`src/rtl/decode_stage.sv`:
```
// RV32I instruction-decode stage: register address split, immediate
// generation, control decode, writeback bypass and the ID/EX pipeline register.
module decode_stage #(
  parameter int XLEN           = 32,
  parameter bit NOP_ON_ILLEGAL = 1'b1
) (
  input  logic            clk,
  input  logic            rst,
  input  logic [31:0]     InstrD,
  input  logic [XLEN-1:0] PCD,
  input  logic [XLEN-1:0] PCPlus4D,
  input  logic            ValidD,
  input  logic            StallE,
  input  logic            FlushE,
  output logic [4:0]      A1,
  output logic [4:0]      A2,
  input  logic [XLEN-1:0] RD1,
  input  logic [XLEN-1:0] RD2,
  input  logic            RegWriteW,
  input  logic [4:0]      RdW,
  input  logic [XLEN-1:0] ResultW,
  output logic            RegWriteE,
  output logic            MemWriteE,
  output logic            JumpE,
  output logic            BranchE,
  output logic            ALUSrcE,
  output logic [1:0]      ResultSrcE,
  output logic [2:0]      ALUControlE,
  output logic [XLEN-1:0] RD1E,
  output logic [XLEN-1:0] RD2E,
  output logic [XLEN-1:0] ImmExtE,
  output logic [XLEN-1:0] PCE,
  output logic [XLEN-1:0] PCPlus4E,
  output logic [4:0]      Rs1E,
  output logic [4:0]      Rs2E,
  output logic [4:0]      RdE,
  output logic            ValidE,
  output logic            IllegalE
);

  localparam logic [6:0] OP_R      = 7'b0110011;
  localparam logic [6:0] OP_I      = 7'b0010011;
  localparam logic [6:0] OP_LOAD   = 7'b0000011;
  localparam logic [6:0] OP_STORE  = 7'b0100011;
  localparam logic [6:0] OP_BRANCH = 7'b1100011;
  localparam logic [6:0] OP_JAL    = 7'b1101111;
  localparam logic [6:0] OP_LUI    = 7'b0110111;

  localparam logic [2:0] ALU_ADD = 3'b000;
  localparam logic [2:0] ALU_SUB = 3'b001;
  localparam logic [2:0] ALU_AND = 3'b010;
  localparam logic [2:0] ALU_OR  = 3'b011;
  localparam logic [2:0] ALU_XOR = 3'b100;
  localparam logic [2:0] ALU_SLT = 3'b101;
  localparam logic [2:0] ALU_SLL = 3'b110;
  localparam logic [2:0] ALU_SRL = 3'b111;

  localparam logic [1:0] RES_ALU = 2'b00;
  localparam logic [1:0] RES_MEM = 2'b01;
  localparam logic [1:0] RES_PC4 = 2'b10;

  typedef struct packed {
    logic            reg_write;
    logic            mem_write;
    logic            jump;
    logic            branch;
    logic            alu_src;
    logic [1:0]      result_src;
    logic [2:0]      alu_ctrl;
    logic [XLEN-1:0] rd1;
    logic [XLEN-1:0] rd2;
    logic [XLEN-1:0] imm;
    logic [XLEN-1:0] pc;
    logic [XLEN-1:0] pc4;
    logic [4:0]      rs1;
    logic [4:0]      rs2;
    logic [4:0]      rd;
    logic            valid;
    logic            illegal;
  } idex_t;

  idex_t idex_q, idex_d, dec;

  logic [6:0]      opcode;
  logic [2:0]      funct3;
  logic [6:0]      funct7;
  logic [31:0]     imm32;
  logic            illegal;
  logic [XLEN-1:0] rd1_byp;
  logic [XLEN-1:0] rd2_byp;

  assign opcode = InstrD[6:0];
  assign funct3 = InstrD[14:12];
  assign funct7 = InstrD[31:25];
  assign A1     = InstrD[19:15];
  assign A2     = InstrD[24:20];

  // x0 is hard-wired; a same-cycle writeback wins over the stale file read.
  always_comb begin
    rd1_byp = RD1;
    if (A1 == 5'd0) begin
      rd1_byp = '0;
    end else if (RegWriteW && (RdW == A1)) begin
      rd1_byp = ResultW;
    end
  end

  always_comb begin
    rd2_byp = RD2;
    if (A2 == 5'd0) begin
      rd2_byp = '0;
    end else if (RegWriteW && (RdW == A2)) begin
      rd2_byp = ResultW;
    end
  end

  always_comb begin
    dec     = '0;
    imm32   = '0;
    illegal = 1'b0;
    case (opcode)
      OP_R: begin
        dec.reg_write = 1'b1;
        case (funct3)
          3'b000: begin
            dec.alu_ctrl = funct7[5] ? ALU_SUB : ALU_ADD;
            illegal      = ((funct7 & 7'b1011111) != 7'd0);
          end
          3'b111:  begin dec.alu_ctrl = ALU_AND; illegal = (funct7 != 7'd0); end
          3'b110:  begin dec.alu_ctrl = ALU_OR;  illegal = (funct7 != 7'd0); end
          3'b100:  begin dec.alu_ctrl = ALU_XOR; illegal = (funct7 != 7'd0); end
          3'b010:  begin dec.alu_ctrl = ALU_SLT; illegal = (funct7 != 7'd0); end
          3'b001:  begin dec.alu_ctrl = ALU_SLL; illegal = (funct7 != 7'd0); end
          3'b101:  begin dec.alu_ctrl = ALU_SRL; illegal = (funct7 != 7'd0); end
          default: illegal = 1'b1;
        endcase
      end
      OP_I: begin
        dec.reg_write = 1'b1;
        dec.alu_src   = 1'b1;
        imm32         = {{20{InstrD[31]}}, InstrD[31:20]};
        case (funct3)
          3'b000:  dec.alu_ctrl = ALU_ADD;
          3'b111:  dec.alu_ctrl = ALU_AND;
          3'b110:  dec.alu_ctrl = ALU_OR;
          3'b100:  dec.alu_ctrl = ALU_XOR;
          3'b010:  dec.alu_ctrl = ALU_SLT;
          // Shift immediates carry a funct7; only the logical form is supported.
          3'b001:  begin dec.alu_ctrl = ALU_SLL; illegal = (funct7 != 7'd0); end
          3'b101:  begin dec.alu_ctrl = ALU_SRL; illegal = (funct7 != 7'd0); end
          default: illegal = 1'b1;
        endcase
      end
      OP_LOAD: begin
        dec.reg_write  = 1'b1;
        dec.alu_src    = 1'b1;
        dec.result_src = RES_MEM;
        dec.alu_ctrl   = ALU_ADD;
        imm32          = {{20{InstrD[31]}}, InstrD[31:20]};
      end
      OP_STORE: begin
        dec.mem_write = 1'b1;
        dec.alu_src   = 1'b1;
        dec.alu_ctrl  = ALU_ADD;
        imm32         = {{20{InstrD[31]}}, InstrD[31:25], InstrD[11:7]};
      end
      OP_BRANCH: begin
        dec.branch   = 1'b1;
        dec.alu_ctrl = ALU_SUB;
        imm32        = {{19{InstrD[31]}}, InstrD[31], InstrD[7],
                        InstrD[30:25], InstrD[11:8], 1'b0};
      end
      OP_JAL: begin
        dec.jump       = 1'b1;
        dec.reg_write  = 1'b1;
        dec.result_src = RES_PC4;
        dec.alu_ctrl   = ALU_ADD;
        imm32          = {{11{InstrD[31]}}, InstrD[31], InstrD[19:12],
                          InstrD[20], InstrD[30:21], 1'b0};
      end
      OP_LUI: begin
        dec.reg_write = 1'b1;
        dec.alu_src   = 1'b1;
        dec.alu_ctrl  = ALU_ADD;
        imm32         = {InstrD[31:12], 12'b0};
      end
      default: illegal = 1'b1;
    endcase

    if (illegal && NOP_ON_ILLEGAL) begin
      dec.reg_write  = 1'b0;
      dec.mem_write  = 1'b0;
      dec.jump       = 1'b0;
      dec.branch     = 1'b0;
      dec.alu_src    = 1'b0;
      dec.result_src = RES_ALU;
      dec.alu_ctrl   = ALU_ADD;
    end

    dec.imm     = XLEN'($signed(imm32));
    dec.rd1     = rd1_byp;
    dec.rd2     = rd2_byp;
    dec.pc      = PCD;
    dec.pc4     = PCPlus4D;
    // lui has no rs1; a zero index keeps forwarding logic from matching imm bits.
    dec.rs1     = (opcode == OP_LUI) ? 5'd0 : A1;
    dec.rs2     = A2;
    dec.rd      = InstrD[11:7];
    dec.valid   = 1'b1;
    dec.illegal = illegal;
  end

  always_comb begin
    idex_d = idex_q;
    if (FlushE) begin
      idex_d = '0;
    end else if (!StallE) begin
      idex_d = ValidD ? dec : '0;
    end
  end

  always_ff @(posedge clk or negedge rst) begin
    if (!rst) begin
      idex_q <= '0;
    end else begin
      idex_q <= idex_d;
    end
  end

  assign RegWriteE   = idex_q.reg_write;
  assign MemWriteE   = idex_q.mem_write;
  assign JumpE       = idex_q.jump;
  assign BranchE     = idex_q.branch;
  assign ALUSrcE     = idex_q.alu_src;
  assign ResultSrcE  = idex_q.result_src;
  assign ALUControlE = idex_q.alu_ctrl;
  assign RD1E        = idex_q.rd1;
  assign RD2E        = idex_q.rd2;
  assign ImmExtE     = idex_q.imm;
  assign PCE         = idex_q.pc;
  assign PCPlus4E    = idex_q.pc4;
  assign Rs1E        = idex_q.rs1;
  assign Rs2E        = idex_q.rs2;
  assign RdE         = idex_q.rd;
  assign ValidE      = idex_q.valid;
  assign IllegalE    = idex_q.illegal;

endmodule

```
`config.mk`:
```
export PLATFORM = sky130hd
export DESIGN_NAME = decode_stage
export DESIGN_NICKNAME = d
export VERILOG_FILES = /design/src/rtl/decode_stage.sv
export SDC_FILE = /design/constraint.sdc
export NUM_CORES = 1
export LEC_CHECK = 0
export CAP_MARGIN = 25
export CELL_PAD_IN_SITES_DETAIL_PLACEMENT = 0
export CELL_PAD_IN_SITES_GLOBAL_PLACEMENT = 2
export CORE_ASPECT_RATIO = 0.5
export CORE_UTILIZATION = 26
export CTS_CLUSTER_SIZE = 30
export DETAILED_ROUTE_END_ITERATION = 10
export PLACE_DENSITY = 0.89
export SLEW_MARGIN = 10
export SYNTH_ARGS = -nofsm -noshare
export SYNTH_HDL_FRONTEND = slang
export SYNTH_SLANG_ARGS = --single-unit
export TNS_END_PERCENT = 10
```
`constraint.sdc`:
```
create_clock -name clk -period 1.4 [get_ports clk]
set_input_delay 0.21 -clock clk [delete_from_list [all_inputs] [get_ports clk]]
set_output_delay 0.21 -clock clk [all_outputs]
set_load 0.01 [all_outputs]
```
==> results.sh <==
export IMPL_ir_drop_uv=895
export IMPL_synth_async_reset_ratio_pct=100
export IMPL_boundaryPins=400
export IMPL_cp_required_ps=1740
export IMPL_htree_levels=4
export IMPL_hpwl_mm=25.4
export IMPL_die_area_sq_um=32100
export IMPL_hold_violations=0
export IMPL_synth_top_flop_cell="dfrtp_1"
export IMPL_period_minus_slack_ps=1380
export IMPL_power_frac_seq_pct=44.3
export IMPL_synth_top_area_cell="dfrtp_1"
export IMPL_finalNonFillerCells=1600
export IMPL_nets=1365
export IMPL_root_buffer="clkbuf_16"
export IMPL_drt_pass1_iterations=6
export IMPL_fin_crit_sh_pct=98.8
export IMPL_core_area_sq_um=30600
export IMPL_p_comb_share_pct=16.8
export IMPL_postRouteAntennaNets=0
export IMPL_worstSkewPairLatency_ps=450
export IMPL_overflow=0
export IMPL_finalSetupViolCount=0
export IMPL_place_gp_congestion=0.916
export IMPL_wl_mm=33.8
export IMPL_synth_nets=890
export IMPL_synth_seq_area_share_pct=57.1
export IMPL_grt_pass1_vias=7859
export IMPL_dr_total_vias=7500
export IMPL_worst_path_max_fanout=8
export IMPL_ys_ff_latch=186
export IMPL_p_clk_share_pct=38.8
export IMPL_total_power_uw=12700
export IMPL_netlist_area_sq_um=8150
export IMPL_rows=45
export IMPL_synth_avg_cell_area_sq_um=11.9
export IMPL_hold_class="input pin to flop"
export IMPL_place_ws_ps=-863
export IMPL_timing_fmax_mhz=723
export IMPL_end_kind="flop"
export IMPL_drt_first_iter_violations=555
export IMPL_post_synth_top_area_fraction_pct=57.1
export IMPL_syn_inst=687
export IMPL_avgViaCountPerCell=4.69
export IMPL_worstMarginPinSlew_ps=536
export IMPL_yosysWarnings=0
export IMPL_grt_pass1_wl_mm=49.8
export IMPL_power_internal_uw=9450
export IMPL_initial_core_util_pct=26.7
export IMPL_finalSetupTns_ps=0
export IMPL_grt_use_total_pct=20.9
export IMPL_clk_path_buf_depth=2
export IMPL_synth_edf_count=0
export IMPL_crit_path_start_kind="input pin"
export IMPL_p_sw_uw=3250
export IMPL_cap_violations=0
export IMPL_antenna_found_initial=4
export IMPL_fin_skew_ps=0
export IMPL_leakage_uw=0.00697
export IMPL_cts_tree="done"
export IMPL_switching_share_pct=25.6
export IMPL_grt_start_max_net_pins=65
export IMPL_drive_gt1_share_pct=21.4
export IMPL_ys_types=49
export IMPL_wl_per_cell_microns=21.1
export IMPL_placedCellCount=1541
export IMPL_numClockSinks=186
export IMPL_synthTopCellsByCount="186 x dfrtp_1, 97 x nand2_1, 88 x a22o_1, 64 x mux2i_1, 45 x o21ai_1"
export IMPL_synthToLayoutAreaGrowth_pct=76.9
export IMPL_final_setup_worst_slack_ps=16.7
export IMPL_cts_made_buffers=17
export IMPL_synth_most_common_cell="dfrtp_1"
export IMPL_io_buffers=399
export IMPL_drc=0
export IMPL_netlist_top_cells_area="dfrtp_1 57%, a22o_1 9.5%, mux2i_1 7.9%"
export IMPL_crit_arrival_ps=1720
export IMPL_status="complete, no violations"
export IMPL_slew_violations=0
export IMPL_clk_pin_slew_worst_paths_ps=70
export IMPL_power_density_nw_per_um2=880
export IMPL_die_w_microns=252
export IMPL_fin_hold_ws_ps=113
export IMPL_die_y_microns=127
export IMPL_rsz0062_at_grt="yes"
export IMPL_crit_type="input pin to flop"
export IMPL_maxSlewHeadroom_pct=64.1
## worst max-delay path, stage by stage
cell	delay, ps
dlygate4sd2_1	250
buf_4	160
or4_4	520
o21ai_4	160
buf_12	170
clkbuf_16	180
o21ai_2	60
## power groups by stage
| stage | Combinational, uW | Clock [uW] | Sequential [uW] |
|---|---|---|---|
| after floorplan | 501 | 0 | 5800 |
| after global placement | 2070 | 0 | 5730 |
| after detailed placement | 2090 | 0 | 5740 |
| after CTS | 2090 | 5040 | 5630 |
| after global routing | 2270 | 5230 | 5650 |
| final | 2140 | 4930 | 5630 |
## cells in the final DEF, fill, tap and decap left out, types with 5 or more instances in the layout
cell | Yosys | routed
a21oi_1 | 11 | 11
a221o_1 | 11 | 11
a22o_1 | 88 | 88
buf_12 | 6 | 29
buf_16 | 0 | 9
buf_4 | 14 | 67
buf_6 | 4 | 18
clkbuf_16 | 0 | 18
clkdlybuf4s15_1 | 0 | 22
clkdlybuf4s50_1 | 0 | 181
dfrtp_1 | 186 | 186
dlygate4sd2_1 | 0 | 171
dlymetal6s2s_1 | 0 | 8
inv_1 | 5 | 5
mux2i_1 | 64 | 50
mux2i_2 | 0 | 10
nand2_1 | 97 | 97
nor2_1 | 8 | 6
o21ai_0 | 15 | 11
o21ai_1 | 45 | 42
o21ai_2 | 31 | 36
xor2_2 | 0 | 5
## repair_timing
action                                  CTS  global route
pin swaps                                17            14
endpoints found under the setup margin  297           127
cloned                                    8             1
resized for setup                       282            92
hold buffers                              1             0
hold endpoints to repair                 34             0
buffers inserted                          9             7
## registers in the layout, summed over array words and instances, names as in the netlist, 3 cells and up
signal	cells
Rs1E	5
RD2E	32
PCPlus4E	32
ImmExtE	32
Rs2E	5
PCE	32
RD1E	32
RdE	5
ALUControlE	3
## per-stage QoR
stage,util [%],area [sq um]
after CTS,46.3,14200
after global routing,47.2,14400
after detailed placement,43.5,13300
final,47.2,14400
after floorplan,-,8160
after global placement,43.5,13300
## logic make-up after synthesis
group / count (synthesis) / synth area share, %
flops: 186 / 57.1
buf+inv: 68 / 5.65
simple gates: 138 / 7.81
compound gates: 220 / 20.4
xor+xnor: 11 / 1.18
mux: 64 / 7.86
## final timing paths
path                                            endpoint               startpoint  cells after the start  slack (ps)
worst max-delay path                 RD2E[7]$_DFFE_PN0P_               InstrD[22]                      7          20
worst min-delay path                 Rs1E[2]$_DFFE_PN0P_               InstrD[17]                      3         110
worst max register to register   ImmExtE[26]$_DFFE_PN0P_  ImmExtE[26]$_DFFE_PN0P_                      1         580
worst min register to register       ALUSrcE$_DFFE_PN0P_      ALUSrcE$_DFFE_PN0P_                      2         470
max in group asynchronous            RD1E[2]$_DFFE_PN0P_                      rst                      3         570
min in group asynchronous       PCPlus4E[29]$_DFFE_PN0P_                      rst                      2         260
## cell type report
cell class / instances / area [sq um]
Tap cell: 423 / 529
Antenna cell: 3 / 7.51
Clock inverter: 10 / 115
Inverter: 5 / 18.8
Multi-Input combinational cell: 433 / 3350
Sequential cell: 186 / 4650
Clock buffer: 21 / 460
Timing Repair Buffer: 519 / 5290
Fill cell: 2838 / 16200
## routing by layer
metal / share of wire, % / global-route usage, %
met1: 42 / 26.3
met2: 52 / 36.3
met3: 3.1 / 4.07
met4: 2.1 / 6.60
met5: 0.047 / 0
(Power assumes the default switching activity.)
